$ cat config.mk
export PLATFORM = sky130hd
export DESIGN_NAME = inc_sequencer
export DESIGN_NICKNAME = d
export VERILOG_FILES = /design/src/rtl/adv_cnt_pkg.sv /design/src/rtl/rr_pick.sv /design/src/rtl/inc_sequencer.sv
export SDC_FILE = /design/constraint.sdc
export NUM_CORES = 1
export LEC_CHECK = 0
export CORE_MARGIN = 2
export CORE_UTILIZATION = 40
export CTS_CLUSTER_SIZE = 24
export DETAILED_ROUTE_END_ITERATION = 12
export PLACE_DENSITY_LB_ADDON = 0.12
export RECOVER_POWER = 50
export SLEW_MARGIN = 20
export SYNTH_ARGS = -nofsm -noshare
export SYNTH_HDL_FRONTEND = slang
export SYNTH_SLANG_ARGS = --single-unit
$ cat constraint.sdc
create_clock -name clk -period 3.73 [get_ports clk]
set_input_delay 0.746 -clock clk [delete_from_list [all_inputs] [get_ports clk]]
set_output_delay 0.746 -clock clk [all_outputs]
set_load 0.005 [all_outputs]
$ cat src/rtl/adv_cnt_pkg.sv
// adv_cnt_pkg: shared FSM state encoding and default timing constants for the increment sequencer
package adv_cnt_pkg;
  localparam int STATE_W = 3;
  typedef enum logic [STATE_W-1:0] {
    IDLE    = 3'd0,
    GRANT   = 3'd1,
    SETTLE  = 3'd2,
    REFRESH = 3'd3,
    DRAIN   = 3'd4
  } state_t;
  localparam int DEF_DIGITS = 4;
  localparam int DEF_SETTLE_CYCLES = 2;
  localparam int DEF_REFRESH_TIMEOUT = 16;
  localparam int DEF_TICK_DIV = 1000;
endpackage

$ cat src/rtl/rr_pick.sv
// rr_pick: combinational round-robin picker, first pending lane at or after ptr (wrapping)
module rr_pick #(
  parameter int N = 4
) (
  input  logic [N-1:0]         pending,
  input  logic [$clog2(N)-1:0] ptr,
  output logic [$clog2(N)-1:0] idx,
  output logic                 valid
);
  localparam int IW = $clog2(N);
  always_comb begin
    logic [IW-1:0] j;
    j = '0;
    idx = '0;
    valid = |pending;
    // walk backwards so the lane closest to ptr is the last (winning) assignment
    for (int k = N - 1; k >= 0; k--) begin
      j = IW'((int'(ptr) + k) % N);
      if (pending[j]) idx = j;
    end
  end
endmodule

$ cat src/rtl/inc_sequencer.sv
// inc_sequencer: round-robin increment sequencer with carry settle and display refresh handshake; ADV_CNT_AUTOTICK_EN adds an auto-tick on lane 0
module inc_sequencer
  import adv_cnt_pkg::*;
#(
  parameter int DIGITS = DEF_DIGITS,
  parameter int SETTLE_CYCLES = DEF_SETTLE_CYCLES,
  parameter int REFRESH_TIMEOUT = DEF_REFRESH_TIMEOUT,
  parameter int TICK_DIV = DEF_TICK_DIV
) (
  input  logic              clk,
  input  logic              reset,
  input  logic [DIGITS-1:0] req_in,
  input  logic              auto_en,
  input  logic              shift_busy,
  output logic [DIGITS-1:0] inc_out,
  output logic              refresh_out,
  output logic              busy_out,
  output logic [DIGITS-1:0] pending_out
);
  localparam int IW = $clog2(DIGITS);
  localparam int TW = $clog2(REFRESH_TIMEOUT + 1);
  state_t state, state_n;
  logic [DIGITS-1:0] req_d, pending, pending_n, clr, tick_set;
  logic [IW-1:0] ptr, ptr_n, idx, idx_n, pick;
  logic valid;
  logic [3:0] scnt, scnt_n;
  logic [TW-1:0] tcnt, tcnt_n;

  rr_pick #(.N(DIGITS)) u_pick (
    .pending(pending),
    .ptr(ptr),
    .idx(pick),
    .valid(valid)
  );

`ifdef ADV_CNT_AUTOTICK_EN
  localparam int PW = $clog2(TICK_DIV);
  logic [PW-1:0] pcnt;
  logic wrap;
  assign wrap = auto_en && pcnt == PW'(TICK_DIV - 1);
  assign tick_set = {{(DIGITS-1){1'b0}}, wrap};
  always_ff @(posedge clk or posedge reset)
    if (reset) pcnt <= '0;
    else pcnt <= (!auto_en || wrap) ? '0 : pcnt + 1'b1;
`else
  logic unused;
  assign unused = auto_en | (TICK_DIV < 0);
  assign tick_set = '0;
`endif

  always_comb begin
    state_n = state;
    idx_n = idx;
    ptr_n = ptr;
    scnt_n = scnt;
    tcnt_n = tcnt;
    clr = '0;
    case (state)
      IDLE: if (valid) begin
        state_n = GRANT;
        idx_n = pick;
      end
      GRANT: begin
        state_n = SETTLE;
        scnt_n = 4'(SETTLE_CYCLES - 1);
        clr[idx] = 1'b1;
        ptr_n = (idx == IW'(DIGITS - 1)) ? '0 : idx + 1'b1;
      end
      SETTLE: begin
        scnt_n = (scnt == 4'd0) ? 4'd0 : scnt - 4'd1;
        tcnt_n = '0;
        if (scnt == 4'd0) state_n = REFRESH;
      end
      REFRESH: begin
        tcnt_n = (shift_busy || tcnt == TW'(REFRESH_TIMEOUT - 1)) ? '0 : tcnt + 1'b1;
        if (shift_busy) state_n = DRAIN;
        else if (tcnt == TW'(REFRESH_TIMEOUT - 1)) state_n = IDLE;
      end
      DRAIN: if (!shift_busy) state_n = IDLE;
      default: state_n = IDLE;
    endcase
    // a fresh edge on the lane being cleared wins over the clear
    pending_n = (pending & ~clr) | (req_in & ~req_d) | tick_set;
  end

  always_ff @(posedge clk or posedge reset) begin
    if (reset) begin
      state <= IDLE;
      idx <= '0;
      ptr <= '0;
      scnt <= '0;
      tcnt <= '0;
      req_d <= '0;
      pending <= '0;
      inc_out <= '0;
      refresh_out <= 1'b0;
      busy_out <= 1'b0;
    end else begin
      state <= state_n;
      idx <= idx_n;
      ptr <= ptr_n;
      scnt <= scnt_n;
      tcnt <= tcnt_n;
      req_d <= req_in;
      pending <= pending_n;
      inc_out <= (state_n == GRANT) ? (DIGITS'(1) << idx_n) : '0;
      refresh_out <= state_n == REFRESH;
      busy_out <= state_n != IDLE;
    end
  end

  assign pending_out = pending;
endmodule

---- Word level (Yosys, flattened, before mapping) ----
Cells that the tools add are included.
storage, ports and cells
  logic and storage cells ................. 73
  register bits after elaboration ......... 30
cells by class
  reduce and logical (&&, ||, !) cells .... 8
  equality and inequality tests ........... 8
  $lt $le $gt $ge ......................... 6
  bitwise gates (word level) .............. 5
  $add $sub $neg .......................... 6
  mux-type cells .......................... 29
  shifts and indexed selects .............. 1
operator list
  kind                                                 number
  < comparator 2 x 3 -> 1 bit (second input constant)  5
  2-to-1 mux 3 bit                                     5
  one-hot mux 3 bit (5 select lines)                   1
  2-to-1 mux 2 bit                                     7
  2-to-1 mux 4 bit                                     3
  one-hot mux 5 bit (2 select lines)                   1
  == test 3 x 2 -> 1 bit (second input constant)       3
  AND 4 bit                                            2
  binary-select mux 1 bit (select 2 bit)               4
  inverter 4 bit                                       2
  one-hot mux 4 bit (2 select lines)                   1
  == test 3 x 1 -> 1 bit (second input constant)       2
  adder 5 x 1 -> 5 bit (second input constant)         1
  == test 5 x 4 -> 1 bit (second input constant)       1
  2-to-1 mux 1 bit                                     5
  2-to-1 mux 5 bit                                     1
  adder 2 x 1 -> 2 bit (second input constant)         2
  adder 2 bit (second input constant)                  2
  logical NOT 4 bit                                    1
  OR 4 bit                                             1
  nonzero test 2 bit                                   2
  OR reduction 4 bit                                   1
  << shifter 1 x 2 -> 4 bit (first input constant)     1
  subtractor 4 x 1 -> 4 bit (second input constant)    1
  other kinds (8)                                      8

---- Depth between registers and ports, before layout ----
  depth in word-level cells ............... 11
  gate-level depth with buffers ........... 8

---- Cells and area by module ----
From an unflattened synthesis, not the netlist that was laid out.
unflattened totals
  cells, all modules ...................... 141
  area, all modules ....................... 1485.2 um^2
by module, submodules not included
  module         seq. area each (um^2)  area an instance (um^2)  cells each  times used
  inc_sequencer  750.7                  1407.6                   128         1
  rr_pick        0.0                    77.6                     13          1

---- Least setup slack after synthesis ----
OpenSTA, ideal clock, no wires.
  path type ............................... reg-to-reg
  start point ............................. register tcnt[0]
  end point ............................... register tcnt[4]
  setup time .............................. 74 ps
  slack ................................... 1842 ps
  data arrival time ....................... 1814 ps
  stages on the path, launching flop included .. 8
  cells stage by stage .................... dfrtp_1 ha_1 and3_1 ha_1 or3b_1 clkbuf_2 or3_1 o21ai_2
between the ends
  word-level cells in the longest chain between the ends .. 4
RTL lines
  item                                                                          line                  source
  from (decl)                                                                   inc_sequencer.sv:27   logic [TW-1:0] tcnt, tcnt_n;
  from (signal assigned)                                                        inc_sequencer.sv:103  tcnt <= tcnt_n;
  parallel branches: the longest is 2 deep, another holds adder 5 x 1 -> 5 bit  -
  2-to-1 mux 5 bit (*)                                                          inc_sequencer.sv:75   tcnt_n = (shift_busy || tcnt == TW'(REFRESH_TIMEOUT - 1)) ? '0 : tcnt + 1'b1;
  one-hot mux 5 bit (2 select lines) (*)                                        inc_sequencer.sv:58   case (state)
Every way passes the cells marked *.
A chain may end at the register's enable or synchronous reset.

---- Worst setup path in the final report ----
  start point ............................. register pending[0] (netlist: pending_out[0])
  end point ............................... output pending_out[0]
RTL lines
  item                    line                  source
  from (decl)             inc_sequencer.sv:23   logic [DIGITS-1:0] req_d, pending, pending_n, clr, tick_set;
  from (signal assigned)  inc_sequencer.sv:105  pending <= pending_n;
  to (decl)               inc_sequencer.sv:18   output logic [DIGITS-1:0] pending_out
No word-level cell between the ends.

==> flow_summary.toml <==
[worst_setup_path]
rrSetupSlack_ps = 1720
start_kind = "flip-flop"
crit_buf_inv = 1
crit_chain = "clkdlybuf4s50_1"
worstReg2RegStart = "tcnt[0]$_DFFE_PP0P_"
reg2reg_depth = 6
critPathMaxFanout = 7
max_stage_delay_ps = 550
cp_slowest_cell = "clkdlybuf4s50_1"
worstPathArrival_ps = 1350
critPathTopFamily = "buffers and inverters"
criticalPathCategory = "flip-flop to output port"
critPathCaptureType = "output port"
rr_endpoint = "tcnt[4]$_DFFE_PP0P_"
critPathRequiredTime_ps = 2980

[timing]
hold_viol = 0
rsz0062_at_grt = "false"
skew_ps = 4.24
fin_setup_tns_ps = 0
timing.final.max_slew_violations = 0
setup_viol = 0
fin_crit_sh_pct = 56.1
worst_pin_slew_ps = 836
relSlewSlack_pct = 44.2
period_minus_slack_ps = 2090
fmax_mhz = 478
worst_hold_slack_ps = 422

[finish]
final_area_mm2 = 0.00172
antenna_cells = 0
syn_to_final_growth_pct = 18.4
drive_above_1_share_pct = 8.98
final_nets = 182
fillers = 342

[power]
vdd_drop_max_uv = 219
power_leakage_nw = 0.796
power_mw = 1.31
power_density_mw_per_mm2 = 758

[yosys]
postSynth.asyncResetShare_pct = 100
synth_ff_type = "dfrtp_1"
ys_ff_latch = 30
synth_commonest_cells = "dfrtp_1, nand2_1, o21ai_0"
synthCells = 148
synth_top_area_cell = "dfrtp_1"
synth_nets = 164
ys_seq_area_share_pct = 51.5
synth.distinct_cells = 37
yosys-top-cells-area = "dfrtp_1, ha_1, o21ai_0"
synth_top_area_share_pct = 51.5
synth.most_common_cell = "dfrtp_1"
synth_edf_count = 0
synth_area_per_cell_um2 = 9.84
synthesis.area_mm2 = 0.00146
yosys_warnings = 0

[clock_tree]
ctsResizeCount = 0
cts-hold-fix-buffers = 0
cts_buffers = 5
htree_levels = 2
clk_latency_ps = 330
clock_path_buffers = 2
clock_sinks = 30
cts_tree = "done"
clockRootBuffer = "clkbuf_4"
clkTransAtPathRegs_ps = 90
postCtsSetupBuffers = 0

[route]
viasPerCell = 5.15
vias = 1096
firstDrtPassIters = 4
ant_nets = 0
drt_first_iter_violations = 47
drt-total-wl_um = 2550
post_drt_wl_per_cell_um = 12.0
drc_errors = 0

[grt]
grt.total_usage_pct = 14.3
grt_max_degree = 24
antenna_found_initial = 0
grt_pass1_vias = 1050
overflow = 0
grt_pass1_wl_um = 4490

[worst_hold_path]
hold_path_end = "pending_out[2]$_DFF_PP0_"
holdCritPathClass = "flip-flop to flip-flop"
whs_path_depth = 1
min-delay-start = "req_d[2]$_DFF_PP0_"

[placed_design]
dpl.hpwl_um = 1840
dpl-instance-area_mm2 = 0.00165
io_buffers = 16
globalplace.congestion = 0.776

[floorplan]
die_y_um = 64.3
num_rows = 21
die_area_mm2 = 0.00414
initial_core_util_pct = 42.6
fp.coreArea_mm2 = 0.00342
io_pins = 18
die_x_um = 64.3

[outcome]
status = "complete, no violations"

[run]
drv_cap = 0
## report_power, final
part | leakage (nW) | switching [mW] | internal [mW] | total, mW
combinational | 0.382 | 0.247 | 0.248 | 0.494
clock | 0.0450 | 0.113 | 0.139 | 0.252
sequential | 0.369 | 0.130 | 0.429 | 0.559
## cells by family (layout without fill, tap and decap cells)
family,after synthesis,count (layout),share of synthesized area (%)
AOI/OAI and AO/OA,36,36,14.4
muxes,4,4,3.01
buffers and inverters,20,39,5.84
and+or+nand+nor,50,50,18.3
adders and majority gates,8,8,6.87
DFF,30,30,51.5
## cell type report
type,instances,area [um^2],share of cell area (%)
sequential,30,751,43.5
multi-input combinational,98,618,35.8
timing repair buffer,17,168,9.72
tap,46,57.6,3.34
inverter,14,52.6,3.05
clock inverter,3,40.0,2.32
clock buffer,5,37.5,2.18
## registers in the layout, indices dropped and copies added, names as in the netlist, 2 cells and up
signal       count
inc_out          4
req_d            4
state            3
idx              2
scnt             4
tcnt             5
ptr              2
pending_out      4
## cell usage in the layout (no fill, tap or decap)
master / netlist / routed
a21o_1: 1 / 1
a21oi_1: 9 / 9
a311oi_1: 1 / 1
a31oi_1: 2 / 2
and2_0: 0 / 1
and3_1: 1 / 1
and3b_1: 1 / 1
buf_4: 0 / 1
bufinv_16: 0 / 1
clkbuf_4: 0 / 5
clkdlybuf4s50_1: 0 / 11
clkinv_2: 0 / 2
dfrtp_1: 30 / 30
dlygate4sd3_1: 0 / 5
ha_1: 8 / 8
inv_1: 14 / 14
mux2_2: 3 / 3
mux2i_1: 1 / 1
nand2_1: 21 / 22
nand2b_1: 3 / 3
nand3_1: 2 / 2
nor2_1: 3 / 3
nor2b_1: 2 / 2
nor3_1: 2 / 2
nor3b_1: 4 / 4
nor4_1: 3 / 3
nor4b_1: 1 / 1
o21ai_0: 17 / 18
o21ai_2: 1 / 1
o21bai_1: 1 / 1
o221a_2: 1 / 1
o2bb2a_1: 1 / 1
o41ai_1: 1 / 1
or3_1: 2 / 2
or3b_1: 1 / 1
or4_1: 1 / 1
or4_4: 1 / 1
## how the worst max path moves through the flow
stage / depth (start not counted) / end / from / slack, ps
6_report: 1 / pending_out[0] / pending_out[0]$_DFF_PP0_ / 1640
5_1_grt: 1 / pending_out[0] / pending_out[0]$_DFF_PP0_ / 1570
4_1_cts: 1 / pending_out[0] / pending_out[0]$_DFF_PP0_ / 1610
3_5_place_dp: 4 / tcnt[4]$_DFFE_PP0P_ / shift_busy / 1550
3_3_place_gp: 4 / tcnt[4]$_DFFE_PP0P_ / shift_busy / 1560
2_1_floorplan: 7 / tcnt[4]$_DFFE_PP0P_ / tcnt[0]$_DFFE_PP0P_ / 1840
## stage by stage
step,cells,worst slack [ps],util (%)
2_1_floorplan,148,1840,-
3_3_place_gp,205,1560,48.3
3_5_place_dp,205,1550,48.3
4_1_cts,213,1610,50.5
5_1_grt,213,1570,50.5
6_report,213,1640,50.5
## routing by layer
layer,track usage [%],vias up,part of all wire (%)
met5,0,-,0
li1,-,550,-
met3,4.23,5,3.6
met1,18.3,521,49
met2,21.7,20,46
met4,7.98,0,2.0
Note: power is estimated with default switching activity, not from simulation.
==> RTL edit 1, RTL diff (same flow settings) <==
`pending` no longer has a reset.
--- a/src/rtl/inc_sequencer.sv
+++ b/src/rtl/inc_sequencer.sv
@@ -91,7 +91,6 @@
       scnt <= '0;
       tcnt <= '0;
       req_d <= '0;
-      pending <= '0;
       inc_out <= '0;
       refresh_out <= 1'b0;
       busy_out <= 1'b0;
@@ -102,13 +101,16 @@
       scnt <= scnt_n;
       tcnt <= tcnt_n;
       req_d <= req_in;
-      pending <= pending_n;
       inc_out <= (state_n == GRANT) ? (DIGITS'(1) << idx_n) : '0;
       refresh_out <= state_n == REFRESH;
       busy_out <= state_n != IDLE;
     end
   end
 
+  always_ff @(posedge clk) begin
+    pending <= pending_n;
+  end
+
   assign pending_out = pending;
 endmodule
 
Behaviour: not the same (Yosys sat finds a counterexample within 4 cycles, from zero or initial values and one cycle with reset high).
==> RTL edit 1 against the original RTL <==
  * Critical path depth stayed put
  * First-iteration DRC count increased by 4.3%
  * Final area rose by 0.36%
  * Sequential cell count stayed put
  * Clock power is 36% higher
  * Area after synthesis shrank 1.4%
  * Setup slack better by 0.015 ns
  * Wire length up 2.6%
  * Sequential share of layout area shrank 1.3 points
  * Utilization grew 0.58 points
  * Highest routed layer unchanged
  * Power rose by 7.9%
  * Maximum frequency is 0.71% higher
  * Count of clock-buffer cells in the layout increased by 1
  * Critical path type unchanged
  * Largest power group unchanged
==> RTL edit 1: results (changes against the original RTL) <==
Global route
  • Tot GR Track Use: 15.8% (was 14.3%)
  • Met2 track demand over resource: 24.1% (was 21.7%)
  • Met1 usage: 19.8% (was 18.3%)
  • Routing usage on met3: 5.99% (was 4.23%)
  • Vias in the first global route: 1,085 (was 1,050)
  • First-pass GRT wire length: 4960 um (was 4490 um)
  • Largest net degree at the start of global routing: 27 (was 24)

Pwr
  • Power Dens Cells: 814 nW/um^2 (was 758 nW/um^2)
  • P_int: 0.906 mW (was 0.816 mW)
  • Combinational power share: 35.8% (was 37.9%)
  • VDD IR-drop max: 0.000333 V (was 0.000219 V)
  • Leakage power: 0.796 nW (about the same)
  • Seq pwr share: 39.9% (was 42.8%)

Placed design
  • Cell Area, Placed: 1620 sq um (was 1650 sq um)
  • Pre-CTS setup slack: 1.54 ns (was 1.55 ns)
  • Placer Congestion: 0.757 (was 0.776)
  • Hpwl dp: 1870 um (was 1840 um)
  • Placed insts: 204 (was 205)

Route
  • Met3 wire length: 132 um (was 91 um)
  • WL final: 2610 um (was 2550 um)
  • M1 wire length: 1230 um (was 1240 um)
  • WL per Instance: 12.3 um (was 12.0 um)
  • Drt pass-1 iters: 4 (unchanged)
  • Vias per cell: 5.09 (was 5.15)
  • Drt initial violations: 49 (was 47)
  • WL met2: 1200 um (was 1160 um)

Hold path
  • Hold worst-path end: pending_out[3] (was pending_out[2])
  • Hold Crit Start: req_d[3] (was req_d[2])
  • HP Class: flop to flop (unchanged)

Critical path
  • Critical Path Fanout Max: 6 (was 7)
  • FF-to-FF path depth: 6 (unchanged)
  • Critical Path Source: pending_out[1] (was pending_out[0])
  • Arrival time worst endpoint: 1.33 ns (was 1.35 ns)
  • R2R Path Start: tcnt[0] (unchanged)
  • Worst Setup EP: pending_out[1] (was pending_out[0])

Logic synthesis
  • Cells after synthesis: 148 (unchanged)
  • Yosys cell types: 38 (was 37)
  • Synth top area cells: dfrtp_1 45%, ha_1 7.0%, o21ai_0 5.9% (was dfrtp_1 52%, ha_1 6.9%, o21ai_0 5.8%)
  • Top post-synthesis cells by count: 26 x dfrtp_1, 21 x nand2_1, 17 x o21ai_0, 14 x inv_1, 9 x a21oi_1 (was 30 x dfrtp_1, 21 x nand2_1, 17 x o21ai_0, 14 x inv_1, 9 x a21oi_1)
  • Fraction of registers with async set/reset: 86.7% (was 100%)
  • Seq/Total Area, Yosys: 50.9% (was 51.5%)

Finish
  • Max FFs per register: 5 (unchanged)
  • Nets: 181 (was 182)
  • FF+latch area: 731 sq um (was 751 sq um)
  • Layout cells sized above 1: 8.43% (was 8.98%)
  • Number of fill cells: 303 (was 342)

STA
  • Tightest Pin Transition: 0.905 ns (was 0.836 ns)
  • Clock skew: 0.00294 ns (was 0.00424 ns)
  • Final WS setup: 1.65 ns (was 1.64 ns)
  • WHS: 0.424 ns (was 0.422 ns)

Clocking
  • Root Driver: clkbuf_4 (unchanged)
  • Total CTS buffers: 5 (unchanged)

Status
  • Run status: completed (unchanged)
==> RTL edit 1: cell types whose count changed after synthesis <==
cell	change
dfrtp_1	-4
dfxtp_1	+4
==> RTL edit 1: cell type report <==
| class | count | share of cell area [%] |
|---|---|---|
| inverter | 14 | 3.04 |
| clock buffer | 6 | 2.96 |
| timing repair buffer | 16 | 9.26 |
| tap | 46 | 3.33 |
| clock inverter | 2 | 3.47 |
| sequential | 30 | 42.2 |
| multi-input combinational | 98 | 35.7 |
==> RTL edit 1: cell families (layout without fill, tap and decap cells) <==
group / after synthesis / count (layout) / share of synthesized area [%]
simple gates: 50 / 50 / 18.6
compound gates: 36 / 36 / 14.6
flops: 30 / 30 / 50.9
buf+inv: 20 / 38 / 5.92
fa+ha+maj: 8 / 8 / 6.97
mux: 4 / 4 / 3.05
==> RTL edit 1: worst register-to-register path, cell delays in order, from the launching register on <==
cell and delay [ns]:
dfrtp_1 0.42, ha_1 0.23, and3_1 0.19, ha_1 0.18
or3b_1 0.50, or3_1 0.36, o21ai_2 0.06
==> RTL edit 2, RTL diff (same flow settings) <==
Made on the original files. `DEF_REFRESH_TIMEOUT`: 16 -> 64.
--- a/src/rtl/adv_cnt_pkg.sv
+++ b/src/rtl/adv_cnt_pkg.sv
@@ -10,7 +10,7 @@
   } state_t;
   localparam int DEF_DIGITS = 4;
   localparam int DEF_SETTLE_CYCLES = 2;
-  localparam int DEF_REFRESH_TIMEOUT = 16;
+  localparam int DEF_REFRESH_TIMEOUT = 64;
   localparam int DEF_TICK_DIV = 1000;
 endpackage
 
Formal check against the unedited RTL: no difference found for any inputs over 10 cycles, from zero or initial values and one cycle with reset high; that may be too few to reach the edited logic, so the function may still have changed.
==> RTL edit 2 against the original RTL <==
  * Area after synthesis rose by 9.0%
  * Wire length rose by 19%
  * Highest routed layer unchanged
  * Largest power group unchanged
  * Setup slack got worse by 0.39 ns
  * Sequential cell count increased by 2
  * Power up 11%
  * Final area is 8.5% higher
  * Combinational power is 7.1% higher
  * Clock skew up 0.0010 ns
  * The run now ends with capacitance limit, slew limit left
  * Register-to-register slack better by 0.28 ns
==> RTL edit 2: results (changes against the original RTL) <==
STA
  • Final Max Tran Viols: 33 (was 0)
  • Max_slew headroom: -13.2% (was 44.2%)
  • Clock skew: 0.00525 ns (was 0.00424 ns)

Clocking
  • Total CTS buffers: 5 (unchanged)
  • Clock transition at the registers of the reported paths: 0.07 ns (was 0.09 ns)
  • PostCTS Resize Cnt: 0 (unchanged)
  • Clock Path Buffers: 2 (unchanged)
  • Post-CTS setup repair buffer count: 0 (unchanged)
  • Root Driver: clkbuf_8 (was clkbuf_4)
  • Clk_lat worst skew: 0.28 ns (was 0.33 ns)
  • H-tree Lvls: 2 (unchanged)

Finish
  • Number of fill cells: 375 (was 342)
  • Diodes inserted: 0 (unchanged)
  • Nets: 196 (was 182)
  • Max FFs per register: 7 (was 5)
  • Layout cells sized above 1: 7.14% (was 8.98%)
  • Top reg by flops: tcnt (unchanged)

Route
  • Via count: 1,223 (was 1,096)
  • Drt pass-1 iters: 4 (unchanged)
  • WL per Instance: 13.2 um (was 12.0 um)
  • Drt initial violations: 64 (was 47)

Placed design
  • Placer Congestion: 0.884 (was 0.776)
  • Port Buffers: 16 (unchanged)
  • Hpwl dp: 2140 um (was 1840 um)
  • Cell Area, Placed: 1770 sq um (was 1650 sq um)

Global route
  • First-pass GRT wire length: 5370 um (was 4490 um)
  • Initial antenna violation count: 0 (unchanged)
  • Largest net degree at the start of global routing: 33 (was 24)
  • Tot GR Track Use: 16.3% (was 14.3%)

Logic synthesis
  • YS warnings: 0 (unchanged)
  • Seq/Total Area, Yosys: 50.4% (was 51.5%)
  • Synth top area cells: dfrtp_1 50%, ha_1 5.5%, o21ai_0 5.4% (was dfrtp_1 52%, ha_1 6.9%, o21ai_0 5.8%)
  • Fraction of registers with async set/reset: 100% (unchanged)
  • Yosys cell types: 37 (unchanged)
  • Syn Nets: 178 (was 164)
  • Top post-synthesis cells by count: 32 x dfrtp_1, 22 x nand2_1, 17 x o21ai_0, 13 x inv_1, 12 x nor2_1 (was 30 x dfrtp_1, 21 x nand2_1, 17 x o21ai_0, 14 x inv_1, 9 x a21oi_1)

Critical path
  • Arrival time worst endpoint: 2.55 ns (was 1.35 ns)
  • FF-to-FF path depth: 4 (was 6)
  • Flop-to-flop setup slack: 2.00 ns (was 1.72 ns)
  • R2R Path Start: state[0] (was tcnt[0])
  • R2R Path End: tcnt[4] (unchanged)
  • Critical Path Fanout Max: 32 (was 7)

Hold path
  • Hold worst-path end: pending_out[3] (was pending_out[2])
  • Hold Crit Start: req_d[3] (was req_d[2])
  • HP Class: flop to flop (unchanged)
  • Worst Hold Path Cells: 1 (unchanged)

Pwr
  • Leakage power: 0.852 nW (was 0.796 nW)
  • P_int: 0.905 mW (was 0.816 mW)
  • VDD IR-drop max: 0.000301 V (was 0.000219 V)

Run
  • Maxcap violations: 1 (was 0)

Status
  • Failing checks: capacitance limit, slew limit
  • Run status: finished, violations left (was completed)
==> RTL edit 2: changes by cell type after synthesis, moves of 3 or more <==
cell and change:
nand3_1 +4, nor2_1 +9, nor3b_2 +3, nor2b_1 +3, o211ai_1 +3, a21oi_1 -6
==> RTL edit 2: cell families after synthesis <==
logic type	after synthesis	share of synthesized area (%)
compound gates	34	13.0
xor+xnor	2	1.10
fa+ha+maj	7	5.52
buf+inv	19	5.67
flops	32	50.4
mux	1	0.709
simple gates	68	23.6
==> RTL edit 2: per-stage QoR <==
step	power, mW	std cells	setup WS, ns	util [%]	hold WS [ns]
2_1_floorplan	0.971	163	2.18	-	0.400
6_report	1.45	230	1.25	50.0	0.418
5_1_grt	1.57	230	0.900	50.0	0.444
4_1_cts	1.47	230	1.71	50.3	0.419
3_3_place_gp	1.11	222	1.51	47.4	0.404
3_5_place_dp	1.14	222	1.50	47.4	0.413
==> RTL edit 2: cell type report <==
class | count | area [sq um] | area share (%)
inverters | 13 | 48.8 | 2.61
multi-input cells | 112 | 689 | 36.9
flip-flops and latches | 32 | 801 | 42.8
clock buffers | 6 | 72.6 | 3.88
repair buffers | 17 | 164 | 8.76
clock inverters | 2 | 35.0 | 1.87
well taps | 48 | 60.1 | 3.21
==> RTL edit 2: worst max-delay path: stages <==
cell	delay (ns)
dlygate4sd3_1	0.53
inv_1	0.05
clkbuf_1	1.22
==> RTL edit 2: power by group through the flow <==
stage / Combinational [mW] / Sequential (mW) / Clock (mW)
detailed placement: 0.542 / 0.595 / 0
global placement: 0.522 / 0.586 / 0
finish: 0.529 / 0.592 / 0.324
CTS: 0.544 / 0.589 / 0.335
global route: 0.606 / 0.611 / 0.353
floorplan: 0.436 / 0.535 / 0
==> RTL edit 2: how the worst max path moves through the flow <==
stage,startpoint,end
after floorplan,shift_busy,tcnt[4]
after global placement,shift_busy,tcnt[4]
after detailed placement,shift_busy,tcnt[4]
after CTS,pending_out[3],pending_out[3]
after global routing,reset,scnt[2]
final,reset,pending_out[1]
==> RTL edit 2: layer usage <==
| layer | track usage [%] | vias to the layer above | wire [um] | part of all wire, % |
|---|---|---|---|---|
| li1 | - | 589 | - | - |
| met1 | 18.8 | 594 | 1300 | 43 |
| met2 | 27.2 | 35 | 1520 | 50 |
| met3 | 5.74 | 5 | 178 | 5.9 |
| met4 | 6.89 | 0 | 39 | 1.3 |
| met5 | 0 | - | 0 | 0 |
